**src/rtl/tartaruga_pkg.sv**
```systemverilog
// Shared constants and the queued fetch entry type for the fetch front end.
package tartaruga_pkg;

    localparam logic [31:0] NOP_INSTR_HEX    = 32'h0000_0013;
    localparam logic [31:0] RESET_PC_DEFAULT = 32'h0000_0000;
    localparam logic [31:0] PC_STEP          = 32'd4;

    typedef struct packed {
        logic [31:0] pc;
        logic [31:0] instr;
    } fetch_entry_t;

    localparam int ENTRY_W = $bits(fetch_entry_t);

endpackage

```
**src/rtl/fifo_sync.sv**
```systemverilog
// Small synchronous FIFO with flush; head is read combinationally so a push is
// visible on rdata_o the cycle after it is written.
module fifo_sync #(
    parameter int WIDTH = 32,
    parameter int DEPTH = 4,
    localparam int AW = $clog2(DEPTH),
    localparam int CW = $clog2(DEPTH + 1)
) (
    input  logic             clk_i,
    input  logic             rst_i,
    input  logic             flush_i,
    input  logic             push_i,
    input  logic [WIDTH-1:0] wdata_i,
    input  logic             pop_i,
    output logic [WIDTH-1:0] rdata_o,
    output logic             full_o,
    output logic             empty_o,
    output logic [CW-1:0]    count_o
);

    logic [WIDTH-1:0] mem_q [DEPTH];
    logic [AW-1:0]    wr_ptr_q, rd_ptr_q;
    logic [CW-1:0]    count_q, count_d;
    logic             wr_en, rd_en;

    assign full_o  = (count_q == CW'(DEPTH));
    assign empty_o = (count_q == '0);
    assign count_o = count_q;
    assign rdata_o = mem_q[rd_ptr_q];

    // A full FIFO still accepts a write when the head leaves in the same cycle.
    assign wr_en = push_i && (!full_o || pop_i);
    assign rd_en = pop_i && !empty_o;

    always_comb begin
        count_d = count_q;
        if (wr_en && !rd_en) begin
            count_d = count_q + CW'(1);
        end else if (!wr_en && rd_en) begin
            count_d = count_q - CW'(1);
        end
    end

    always_ff @(posedge clk_i or posedge rst_i) begin
        if (rst_i) begin
            wr_ptr_q <= '0;
            rd_ptr_q <= '0;
            count_q  <= '0;
        end else if (flush_i) begin
            wr_ptr_q <= '0;
            rd_ptr_q <= '0;
            count_q  <= '0;
        end else begin
            if (wr_en) wr_ptr_q <= wr_ptr_q + AW'(1);
            if (rd_en) rd_ptr_q <= rd_ptr_q + AW'(1);
            count_q <= count_d;
        end
    end

    always_ff @(posedge clk_i) begin
        if (wr_en && !flush_i) begin
            mem_q[wr_ptr_q] <= wdata_i;
        end
    end

endmodule

```
**src/rtl/fetch_buffer.sv**
```systemverilog
// Instruction fetch unit: credit-limited in-order requests, PC/instruction queue,
// and redirect handling that drops responses to requests issued before it.
module fetch_buffer
    import tartaruga_pkg::*;
#(
    parameter int          DEPTH    = 4,
    parameter logic [31:0] RESET_PC = RESET_PC_DEFAULT
) (
    input  logic        clk_i,
    input  logic        rst_i,
    input  logic        taken_branch_i,
    input  logic [31:0] new_pc_i,
    input  logic        stall_i,
    output logic        imem_req_valid_o,
    input  logic        imem_req_ready_i,
    output logic [31:0] imem_req_addr_o,
    input  logic        imem_rsp_valid_i,
    input  logic [31:0] imem_rsp_data_i,
    output logic [31:0] pc_o,
    output logic [31:0] instr_o,
    output logic        valid_o
);

    localparam int CW = $clog2(DEPTH + 1);
    localparam logic [CW:0] DEPTH_L = (CW + 1)'(DEPTH);

    logic [31:0]        pc_q, pc_d;
    logic [CW-1:0]      out_q, out_d;
    logic [CW-1:0]      disc_q, disc_d;
    logic [CW-1:0]      occ;
    logic [CW:0]        credit_sum;
    logic               req_fire, rsp_accept, rsp_live, ent_pop;
    logic [31:0]        pcf_rdata;
    logic               pcf_full, pcf_empty, ent_full, ent_empty;
    logic [CW-1:0]      pcf_count;
    logic [ENTRY_W-1:0] ent_rdata;
    fetch_entry_t       head, push_entry;
    logic               unused_ok;

    // Outstanding requests reserve queue slots, so a response can always be pushed.
    assign credit_sum       = {1'b0, occ} + {1'b0, out_q};
    assign imem_req_valid_o = !rst_i && !taken_branch_i && (credit_sum < DEPTH_L);
    assign imem_req_addr_o  = pc_q;
    assign req_fire         = imem_req_valid_o && imem_req_ready_i;

    assign rsp_accept = imem_rsp_valid_i && (out_q != '0);
    assign rsp_live   = rsp_accept && (disc_q == '0) && !taken_branch_i && !pcf_empty;
    assign ent_pop    = valid_o && !stall_i && !taken_branch_i;

    assign push_entry = '{pc: pcf_rdata, instr: imem_rsp_data_i};
    assign head       = fetch_entry_t'(ent_rdata);
    assign valid_o    = !ent_empty;
    assign pc_o       = ent_empty ? 32'h0 : head.pc;
    assign instr_o    = ent_empty ? NOP_INSTR_HEX : head.instr;

    always_comb begin
        pc_d   = pc_q;
        out_d  = out_q;
        disc_d = disc_q;
        if (req_fire) begin
            pc_d  = pc_q + PC_STEP;
            out_d = out_q + CW'(1);
        end
        if (rsp_accept) begin
            out_d = out_d - CW'(1);
        end
        // Everything still in flight after this cycle belongs to the old path.
        if (taken_branch_i) begin
            pc_d   = new_pc_i;
            disc_d = out_d;
        end else if (rsp_accept && (disc_q != '0)) begin
            disc_d = disc_q - CW'(1);
        end
    end

    always_ff @(posedge clk_i or posedge rst_i) begin
        if (rst_i) begin
            pc_q   <= RESET_PC;
            out_q  <= '0;
            disc_q <= '0;
        end else begin
            pc_q   <= pc_d;
            out_q  <= out_d;
            disc_q <= disc_d;
        end
    end

    fifo_sync #(
        .WIDTH (32),
        .DEPTH (DEPTH)
    ) u_pc_fifo (
        .clk_i   (clk_i),
        .rst_i   (rst_i),
        .flush_i (taken_branch_i),
        .push_i  (req_fire),
        .wdata_i (pc_q),
        .pop_i   (rsp_live),
        .rdata_o (pcf_rdata),
        .full_o  (pcf_full),
        .empty_o (pcf_empty),
        .count_o (pcf_count)
    );

    fifo_sync #(
        .WIDTH (ENTRY_W),
        .DEPTH (DEPTH)
    ) u_entry_fifo (
        .clk_i   (clk_i),
        .rst_i   (rst_i),
        .flush_i (taken_branch_i),
        .push_i  (rsp_live),
        .wdata_i (push_entry),
        .pop_i   (ent_pop),
        .rdata_o (ent_rdata),
        .full_o  (ent_full),
        .empty_o (ent_empty),
        .count_o (occ)
    );

    assign unused_ok = &{1'b0, pcf_full, pcf_count, ent_full};

endmodule

```
**config.mk**
```make
export PLATFORM = sky130hd
export DESIGN_NAME = fetch_buffer
export DESIGN_NICKNAME = d
export VERILOG_FILES = /design/src/rtl/tartaruga_pkg.sv /design/src/rtl/fifo_sync.sv /design/src/rtl/fetch_buffer.sv
export SDC_FILE = /design/constraint.sdc
export NUM_CORES = 1
export LEC_CHECK = 0
export CORE_MARGIN = 2
export CORE_UTILIZATION = 55
export DETAILED_ROUTE_END_ITERATION = 16
export GPL_TIMING_DRIVEN = 0
export PLACE_DENSITY = 0.77
export REMOVE_ABC_BUFFERS = 1
export SLEW_MARGIN = 20
export SYNTH_ARGS = -nofsm -noshare
export SYNTH_HDL_FRONTEND = slang
export SYNTH_SLANG_ARGS = --single-unit
export TNS_END_PERCENT = 30
```
**constraint.sdc**
```tcl
create_clock -name clk_i -period 5.41 [get_ports clk_i]
set_input_delay 1.082 -clock clk_i [delete_from_list [all_inputs] [get_ports clk_i]]
set_output_delay 1.082 -clock clk_i [all_outputs]
set_load 0.02 [all_outputs]
```
# After elaboration in Yosys (flattened, before gate mapping)

Memories as Yosys holds them, arrays and structs flattened.
Index checks and enable logic that the tools add are counted.
Widths: inputs -> output; s select.

Memories kept: 2
Register bits: 52
Bits of input ports: 70
Memory bits (writable): 384
Word-level logic and storage cells: 99
Output and inout bits: 98

Memory list:

| memory             | depth | bits a word | rd ports | clocked after Yosys merged registers in | wr ports | RTL line        | source |
|---|---|---|---|---|---|---|---|
| u_entry_fifo.mem_q | 4     | 64          | 1        | 0                                       | 1        | fifo_sync.sv:21 | `logic [WIDTH-1:0] mem_q [DEPTH];` |
| u_pc_fifo.mem_q    | 4     | 32          | 1        | 0                                       | 1        | fifo_sync.sv:21 |  |

Reduce and logical (&&, ||, !) cells: 46
Magnitude comparators: 1
Muxes and demuxes: 26
$add $sub $neg: 13
Equal/unequal tests: 2

Operators with widths:

| kind                  | number |
|---|---|
| $mux 32               | 4 |
| $add 32x3->32 const B | 1 |
| $mux 3                | 10 |
| $logic_and 1x1->1     | 20 |
| $mux 2                | 8 |
| $reduce_bool 2->1     | 6 |
| $reduce_bool 3->1     | 4 |
| $sub 3x1->3 const B   | 4 |
| $logic_not 1->1       | 11 |
| $add 3x1->3 const B   | 3 |
| $logic_not 3->1       | 3 |
| $add 2x1->2 const B   | 4 |
| $eq 3x3->1 const B    | 2 |
| $add 3x3->4           | 1 |
| $lt 4x3->1 const B    | 1 |
| $mux 1                | 4 |
| $logic_or 1x1->1      | 2 |

# Logic depth before layout (Yosys ltp)

Gate-level depths: netlist (run 1).

Depth after elaboration: 12
Mapped depth: 11
Mapped depth without buffers: 11

# By module

From an unflattened synthesis (run 1), not the netlist that was laid out.

Cell total of the unflattened synthesis: 971
Area total of the unflattened synthesis: 17748.3 µm²

Modules (own cells, without submodules):

| module                   | cells an instance | sequential area each (µm²) | times used | area each (µm²) |
|---|---|---|---|---|
| fifo_sync (u_entry_fifo) | 398               | 7862.5                     | 1          | 9793.1 |
| fifo_sync (u_pc_fifo)    | 232               | 4018.9                     | 1          | 5191.2 |
| fetch_buffer             | 341               | 950.9                      | 1          | 2763.9 |

# Least setup slack after synthesis (run 1)

OpenSTA, ideal clock, no wires.

Path type: input-to-reg
Start: in taken_branch_i
End: mem u_entry_fifo.mem_q[0][0] in the netlist's numbering, enable pin
Stages on the path: 4
Data arrival time: 3329 ps
Path slack: 1652 ps
Data required time: 4981 ps
Library setup time: 429 ps
Path buffers: 1
Cell sequence: nor3b_2 and4_1 clkbuf_1 and3_1

Longest elaborated chain between the ends: 7
Elaborated cells between the ends (all ways): 9
Those cells by class: 2 x mux; 7 x reduce/logical

Ends and longest elaborated chain:

| item                                                  | RTL line                                                | source |
|---|---|---|
| start: declaration                                    | fetch_buffer.sv:11                                      | `input logic taken_branch_i,` |
| $logic_not 1->1 *                                     | fifo_sync.sv:61, fetch_buffer.sv:47, fetch_buffer.sv:48 |  |
| $logic_and 1x1->1, on equally long branches           | fetch_buffer.sv:47, fetch_buffer.sv:48                  |  |
| $logic_and 1x1->1 or $logic_or 1x1->1 (tied branches) | fetch_buffer.sv:47, fifo_sync.sv:32                     |  |
| $logic_and 1x1->1                                     | fifo_sync.sv:32                                         | `assign wr_en = push_i && (!full_o \|\| pop_i);` |
| $logic_and 1x1->1 *                                   | fifo_sync.sv:61                                         | `if (wr_en && !flush_i) begin` |
| $mux 1 *                                              | fifo_sync.sv:61                                         |  |
| $mux 1 (implied by the code) *                        | fifo_sync.sv:62                                         | `mem_q[wr_ptr_q] <= wdata_i;` |
| end: declaration                                      | fifo_sync.sv:21                                         |  |

Every way passes the cells marked *; elsewhere a longest branch is shown, timed or not.

# Worst setup path after layout (run 1)

Start: reg u_entry_fifo.rd_ptr_q[0]
End: out pc_o[12]

Longest elaborated chain between the ends: 2

Ends and longest elaborated chain:

| item                     | RTL line           | source |
|---|---|---|
| start: declaration       | fifo_sync.sv:22    | `logic [AW-1:0] wr_ptr_q, rd_ptr_q;` |
| start signal: assignment | fifo_sync.sv:55    | `if (rd_en) rd_ptr_q <= rd_ptr_q + AW'(1);` |
| $mem_v2 4x64             | -                  |  |
| $mux 32                  | fetch_buffer.sv:53 | `assign pc_o = ent_empty ? 32'h0 : head.pc;` |
| end: declaration         | fetch_buffer.sv:19 | `output logic [31:0] pc_o,` |

Every way passes these cells.

==> results of run 1 <==
flip-flops by register name (all words and copies together), names as in the netlist, 3 cells and up:
register	count
u_entry_fifo.mem_q	256
out_q	3
imem_req_addr_o	32
u_pc_fifo.mem_q	128
disc_q	3
u_pc_fifo.count_o	3
u_entry_fifo.count_o	3
worst paths after layout:
check                                                      from                                   end  depth (start not counted)
max                        u_entry_fifo.rd_ptr_q[0]$_DFFE_PP0P_                              pc_o[12]                          5
min                           u_pc_fifo.wr_ptr_q[0]$_DFFE_PP0P_     u_pc_fifo.wr_ptr_q[0]$_DFFE_PP0P_                          1
max reg2reg                 u_entry_fifo.count_o[2]$_DFFE_PP0P_      u_pc_fifo.mem_q[3][31]$_DFFE_PP_                          6
min reg2reg                   u_pc_fifo.wr_ptr_q[0]$_DFFE_PP0P_     u_pc_fifo.wr_ptr_q[0]$_DFFE_PP0P_                          1
max in group asynchronous                                 rst_i  u_entry_fifo.rd_ptr_q[1]$_DFFE_PP0P_                          2
min in group asynchronous                                 rst_i       imem_req_addr_o[27]$_DFFE_PP0N_                          2
power breakdown:
part           switching, uW  internal, uW
sequential               195          3860
clock                   1190          1610
combinational           1290          1170
total                   2670          6640
final cells by class:
type	count	area share (%)
clock inverter	18	0.429
inverter	22	0.399
clock buffer	61	5.89
timing repair buffer	183	9.53
tap	402	2.36
multi-input combinational	449	21.1
sequential	436	60.3
critical path, cell delays in order, from the launching register on:
cell and delay, ns:
dfrtp_4 0.68, buf_12 0.26, buf_16 0.28, mux4_2 0.54
and2_1 0.16, clkdlybuf4s50_1 0.59
cells by family after synthesis:
| group | Yosys count | share of synthesized area, % |
|---|---|---|
| fa+ha+maj | 18 | 1.37 |
| xor+xnor | 9 | 0.449 |
| compound gates | 88 | 3.35 |
| simple gates | 229 | 7.46 |
| flops | 436 | 73.1 |
| buf+inv | 65 | 1.47 |
| mux | 105 | 12.8 |
through the flow:
stage / utilization (%) / worst slack [ns] / hold slack [ns] / power, uW / area, um^2
6_report: 67.7 / 1.23 / 0.546 / 9320 / 21300
5_1_grt: 67.7 / 1.09 / 0.565 / 9720 / 21300
4_1_cts: 67.7 / 1.18 / 0.546 / 9410 / 21300
3_5_place_dp: 63.4 / 1.49 / 0.529 / 6600 / 20000
3_3_place_gp: 62.2 / -1.78 / 0.517 / 6540 / 19600
2_1_floorplan: - / 0.746 / 0.499 / 5450 / 17400
layout by cell type (no fill, tap or decap), types with 4 or more instances in the layout:
cell             Yosys  layout
buf_16               0       7
clkdlybuf4s50_1      0     166
a31oi_1              4       4
clkinv_2             0       4
nand4_1             12      12
a21oi_1             14      14
nor4_1               6       6
dfrtp_1             52      48
o21ai_0             24      24
clkbuf_1            24       8
mux2i_1              6       6
inv_1               21      19
nand3_1             22      22
and2_2               0       4
and2_1              70      66
or3_1                5       5
clkbuf_8             0       9
and3_4               0       4
clkbuf_16            0      44
ha_1                16      16
nand2_1             41      41
o211ai_1            13      13
buf_12               0       8
edfxtp_1           384     384
mux4_2              96      96
nor3_1              12      11
xor2_1               6       6
nor2_1              23      23
a221o_1              4       4
clkinv_1             1      11
and3_1              11       7
layer usage:
| layer | track usage [%] | routed length [um] | part of all wire [%] |
|---|---|---|---|
| met1 | 30.4 | 14900 | 41 |
| met3 | 4.03 | 2400 | 6.7 |
| met2 | 36.7 | 17700 | 49 |
| met5 | 0 | 0 | 0 |
| met4 | 6.32 | 901 | 2.5 |
==> results.json, run 1 <==
{
  "outcome": "finished clean",
  "worstPathRequired_ns": 4.33,
  "fmax_ghz": 0.239,
  "insertion_delay_ns": 0.54,
  "syn_area_um2": 17600,
  "start_util_pct": 55.8,
  "wire_per_inst_um": 22.8,
  "peakVddDrop_v": 0.000231,
  "register_area_um2": 12800,
  "io_buffers": 167,
  "synth_top_area_cell": "edfxtp_1",
  "clock_skew_ns": 0.0162,
  "setup.worst_path.end_class": "primary output",
  "antenna_found_initial": 0,
  "cts_tree": "yes",
  "syn_avg_cell_area_um2": 18.5,
  "cts.sink_count": 436,
  "worstSetupPathType": "flip-flop to primary output",
  "grt_first_pass_wirelength_um": 55500,
  "cts_hold_buf": 0,
  "coreArea_um2": 31500,
  "hpwl_um": 22300,
  "r2r_setup_slack_ns": 2.31,
  "synth-async-reset-ratio_pct": 11.9,
  "finalCriticalPeriod_ns": 4.18,
  "htreeDepth": 2,
  "die_h_um": 183,
  "synthCells": 950,
  "vias": 9441,
  "placedCellCount": 1492,
  "clock-root-buffer": "clkbuf_16",
  "max_cap_viol_count": 0,
  "drv_slew": 0,
  "yosysSeqAreaShare_pct": 73.1,
  "multi_input_area_um2": 4500,
  "ios": 168,
  "yosysMostFrequentCell": "edfxtp_1",
  "fillCellCount": 2042,
  "worst_setup_path_start_kind": "flip-flop",
  "dieWidth_um": 183,
  "viasPerCell": 6.01,
  "drc": 0,
  "cts.clk_slew.worst_paths_ns": 0.06,
  "yosysTopAreaCellShare_pct": 65.6,
  "drive_gt1_share_pct": 17.8,
  "num_rows": 65,
  "min_period_over_period_pct": 77.3,
  "final_nets": 1223,
  "ys_seq_elements": 436,
  "yosys-top-cells-count": "edfxtp_1, mux4_2, and2_1",
  "cts_resized": 0,
  "slew_headroom_pct": 25.6,
  "synth_ff_type": "edfxtp_1",
  "overflow": 0,
  "powerDensity_nw_per_um2": 437,
  "cts_buffers": 43,
  "diodes": 0,
  "hp-class": "flip-flop to flip-flop",
  "wl_um": 35900,
  "stdcell_count": 1571,
  "synth_edf_count": 384,
  "worstMarginPinSlew_ns": 1.11,
  "cts_setup_buffers": 0,
  "ys_types": 63,
  "yosys_warnings": 0,
  "setup_viol": 0,
  "ant_nets": 0,
  "drtIter0Drc": 910,
  "track_usage_pct": 22.1,
  "grt_pass1_vias": 9550,
  "syn_to_final_growth_pct": 21.3,
  "gp_congestion": 0.863,
  "worstPathMaxFanout": 33,
  "cp.arrival_ns": 3.10,
  "clock_path_buffers": 3,
  "p_leak_uw": 0.00699,
  "rsz0062_at_grt": "false",
  "dr.pass1.iters": 7,
  "tns_ns": 0,
  "die_area_um2": 33400,
  "grt_max_degree": 53,
  "synth.area.top_cells": "edfxtp_1, mux4_2, dfrtp_1, and2_1, ha_1",
  "hold_viol": 0
}
Note: power is estimated with default switching activity, not from simulation.
==> run 2: changes to the inputs <==
==> constraint.sdc (replaced) <==
create_clock -name clk_i -period 4.25 [get_ports clk_i]
set_input_delay 0.85 -clock clk_i [delete_from_list [all_inputs] [get_ports clk_i]]
set_output_delay 0.85 -clock clk_i [all_outputs]
set_load 0.02 [all_outputs]
==> results of run 2 <==
The final DEF is identical to that of run 1. Status: finished clean.
Main changes from that run: setup slack after placement 1.49 ns -> 0.596 ns; setup slack after layout 1.23 ns -> 0.299 ns; register-to-register setup slack 2.31 ns -> 1.15 ns; total power 9320 uW -> 11900 uW; worst IR drop on VDD 0.000231 V -> 0.000294 V
==> run 3: changes to the inputs <==
--- a/config.mk
+++ b/config.mk
@@ -11,7 +11,7 @@
 export GPL_TIMING_DRIVEN = 0
 export PLACE_DENSITY = 0.77
 export REMOVE_ABC_BUFFERS = 1
-export SLEW_MARGIN = 20
+export SLEW_MARGIN = 40
 export SYNTH_ARGS = -nofsm -noshare
 export SYNTH_HDL_FRONTEND = slang
 export SYNTH_SLANG_ARGS = --single-unit
==> run 3 against run 2 <==
  * Count of clock-buffer cells in the layout is 4 higher
  * Largest power group unchanged
  * Total power is 1.5% higher
  * Flip-flop and latch count stayed put
  * Routed wire length is 0.80% higher
  * Combinational power is 1% higher
  * Critical endpoint is now pc_o[25]
  * Final cell count is 0.13% higher
  * Clock skew is 0.00076 ns higher
==> results.json, run 3 (same netlist as run 1, synthesis figures left out) <==
{
  "outcome": "finished clean",
  "r2r_setup_slack_ns": 1.14,
  "p_leak_uw": 0.00700,
  "largest_reg_flops": 256,
  "vias": 9433,
  "fillCellCount": 2056,
  "critPathCapture": "pc_o[25]",
  "crit_start": "u_entry_fifo.rd_ptr_q[0]$_DFFE_PP0P_",
  "timing.hold.ws_ns": 0.556,
  "die_area_um2": 33400,
  "antenna_found_initial": 0,
  "finalCriticalPeriod_ns": 3.77,
  "finalCoreUtilization_pct": 67.9,
  "multi_input_area_um2": 4530,
  "worstPathRequired_ns": 3.40,
  "final_common_cell": "edfxtp_1",
  "gp_congestion": 0.863,
  "overflow": 0,
  "post-place-ws_ns": 0.621,
  "grt_first_pass_wirelength_um": 55700,
  "slew_headroom_pct": 43.4,
  "dieWidth_um": 183,
  "largest_register": "u_entry_fifo.mem_q",
  "drive_gt1_share_pct": 17.8,
  "syn_to_final_growth_pct": 21.6,
  "dr.pass1.iters": 5,
  "cts_hold_buf": 0,
  "coreArea_um2": 31500,
  "hpwl_um": 22300,
  "wl_um": 36200,
  "fmax_ghz": 0.265,
  "cts.sink_count": 436,
  "cp.arrival_ns": 2.92,
  "worstMarginPinSlew_ns": 0.846,
  "worstSetupPathType": "flip-flop to primary output",
  "worstPathMaxFanout": 18,
  "worst_setup_path_start_kind": "flip-flop",
  "crit_path_max_incr_delay_ns": 0.66,
  "start_util_pct": 55.8,
  "r2r_cells": 10,
  "tns_ns": 0,
  "num_rows": 65,
  "drc": 0,
  "cts_buffers": 43,
  "track_usage_pct": 22.1,
  "clock-root-buffer": "clkbuf_16",
  "path_cells": "buf_12 -> buf_12 -> mux4_2 -> and2_1 -> clkdlybuf4s50_1",
  "regToRegStartpoint": "u_entry_fifo.count_o[2]$_DFFE_PP0P_",
  "final_nets": 1224,
  "drv_slew": 0,
  "postPlaceCellArea_um2": 20000,
  "crit_slowest_cell": "dfrtp_4",
  "viasPerCell": 6.00,
  "hold_viol": 0,
  "rsz0062_at_grt": "false",
  "wire_per_inst_um": 23.0,
  "register_area_um2": 12800,
  "cts_resized": 0,
  "grt_max_degree": 58,
  "min_period_over_period_pct": 88.6,
  "setup_viol": 0,
  "final_area_um2": 21400,
  "cts_tree": "yes",
  "crit_top_cell": "buf_12",
  "clock_path_buffers": 3,
  "hp-class": "flip-flop to flip-flop",
  "powerDensity_nw_per_um2": 563,
  "cts_setup_buffers": 0,
  "peakVddDrop_v": 0.000266,
  "io_buffers": 167,
  "max_cap_viol_count": 0,
  "diodes": 0,
  "htreeDepth": 2,
  "layout_common_cells": "edfxtp_1, clkdlybuf4s50_1, mux4_2",
  "drtIter0Drc": 999,
  "clock_skew_ns": 0.0169,
  "ios": 168,
  "worst_slack_ns": 0.483,
  "die_h_um": 183,
  "cts.clk_slew.worst_paths_ns": 0.06,
  "insertion_delay_ns": 0.54,
  "setup.worst_path.end_class": "primary output",
  "grt_pass1_vias": 9596,
  "worstReg2RegEnd": "u_pc_fifo.count_o[2]$_DFFE_PP0P_",
  "ant_nets": 0
}
==> run 3: worst min path at each step <==
stage | startpoint | end | slack [ns] | cells after the start
floorplan | u_pc_fifo.wr_ptr_q[0]$_DFFE_PP0P_ | u_pc_fifo.wr_ptr_q[0]$_DFFE_PP0P_ | 0.50 | 1
global placement | imem_req_addr_o[1]$_DFFE_PP0P_ | u_pc_fifo.mem_q[2][1]$_DFFE_PP_ | 0.52 | 0
detailed placement | u_pc_fifo.wr_ptr_q[0]$_DFFE_PP0P_ | u_pc_fifo.wr_ptr_q[0]$_DFFE_PP0P_ | 0.55 | 1
CTS | u_pc_fifo.wr_ptr_q[0]$_DFFE_PP0P_ | u_pc_fifo.wr_ptr_q[0]$_DFFE_PP0P_ | 0.55 | 1
global route | imem_req_addr_o[1]$_DFFE_PP0P_ | u_pc_fifo.mem_q[2][1]$_DFFE_PP_ | 0.57 | 0
finish | u_pc_fifo.wr_ptr_q[0]$_DFFE_PP0P_ | u_pc_fifo.wr_ptr_q[0]$_DFFE_PP0P_ | 0.56 | 1
==> run 3: where the power goes <==
group / switching, uW / internal (uW)
clock: 1520 / 2200
sequential: 243 / 4920
combinational: 1670 / 1500
==> run 3: routing by layer <==
| layer | vias to the layer above | share of wire (%) | global-route usage [%] |
|---|---|---|---|
| li1 | 4181 | - | - |
| met1 | 4795 | 42 | 31.0 |
| met2 | 386 | 48 | 35.7 |
| met3 | 71 | 7.4 | 4.15 |
| met4 | 0 | 2.6 | 7.06 |
| met5 | - | 0 | 0 |
==> run 3: stage by stage <==
step | power (uW) | std cells
floorplan | 6930 | 907
global placement | 8330 | 1476
detailed placement | 8430 | 1493
CTS | 12100 | 1573
global route | 12500 | 1573
finish | 12000 | 1573
==> run 3: area by class of cell <==
cell class                 count  share of cell area (%)
sequential                   436                    60.1
clock buffer                  65                    5.62
tap                          402                    2.35
multi-input combinational    449                    21.2
inverter                      22                   0.410
clock inverter                15                   0.861
timing repair buffer         184                    9.44
==> run 3: critical path, delay by kind of cell, from the launching register on <==
| kind | cells | cell delay, ns |
|---|---|---|
| buffers and inverters | 3 | 1.03 |
| and+or+nand+nor | 1 | 0.18 |
| DFF | 1 | 0.66 |
| muxes | 1 | 0.51 |
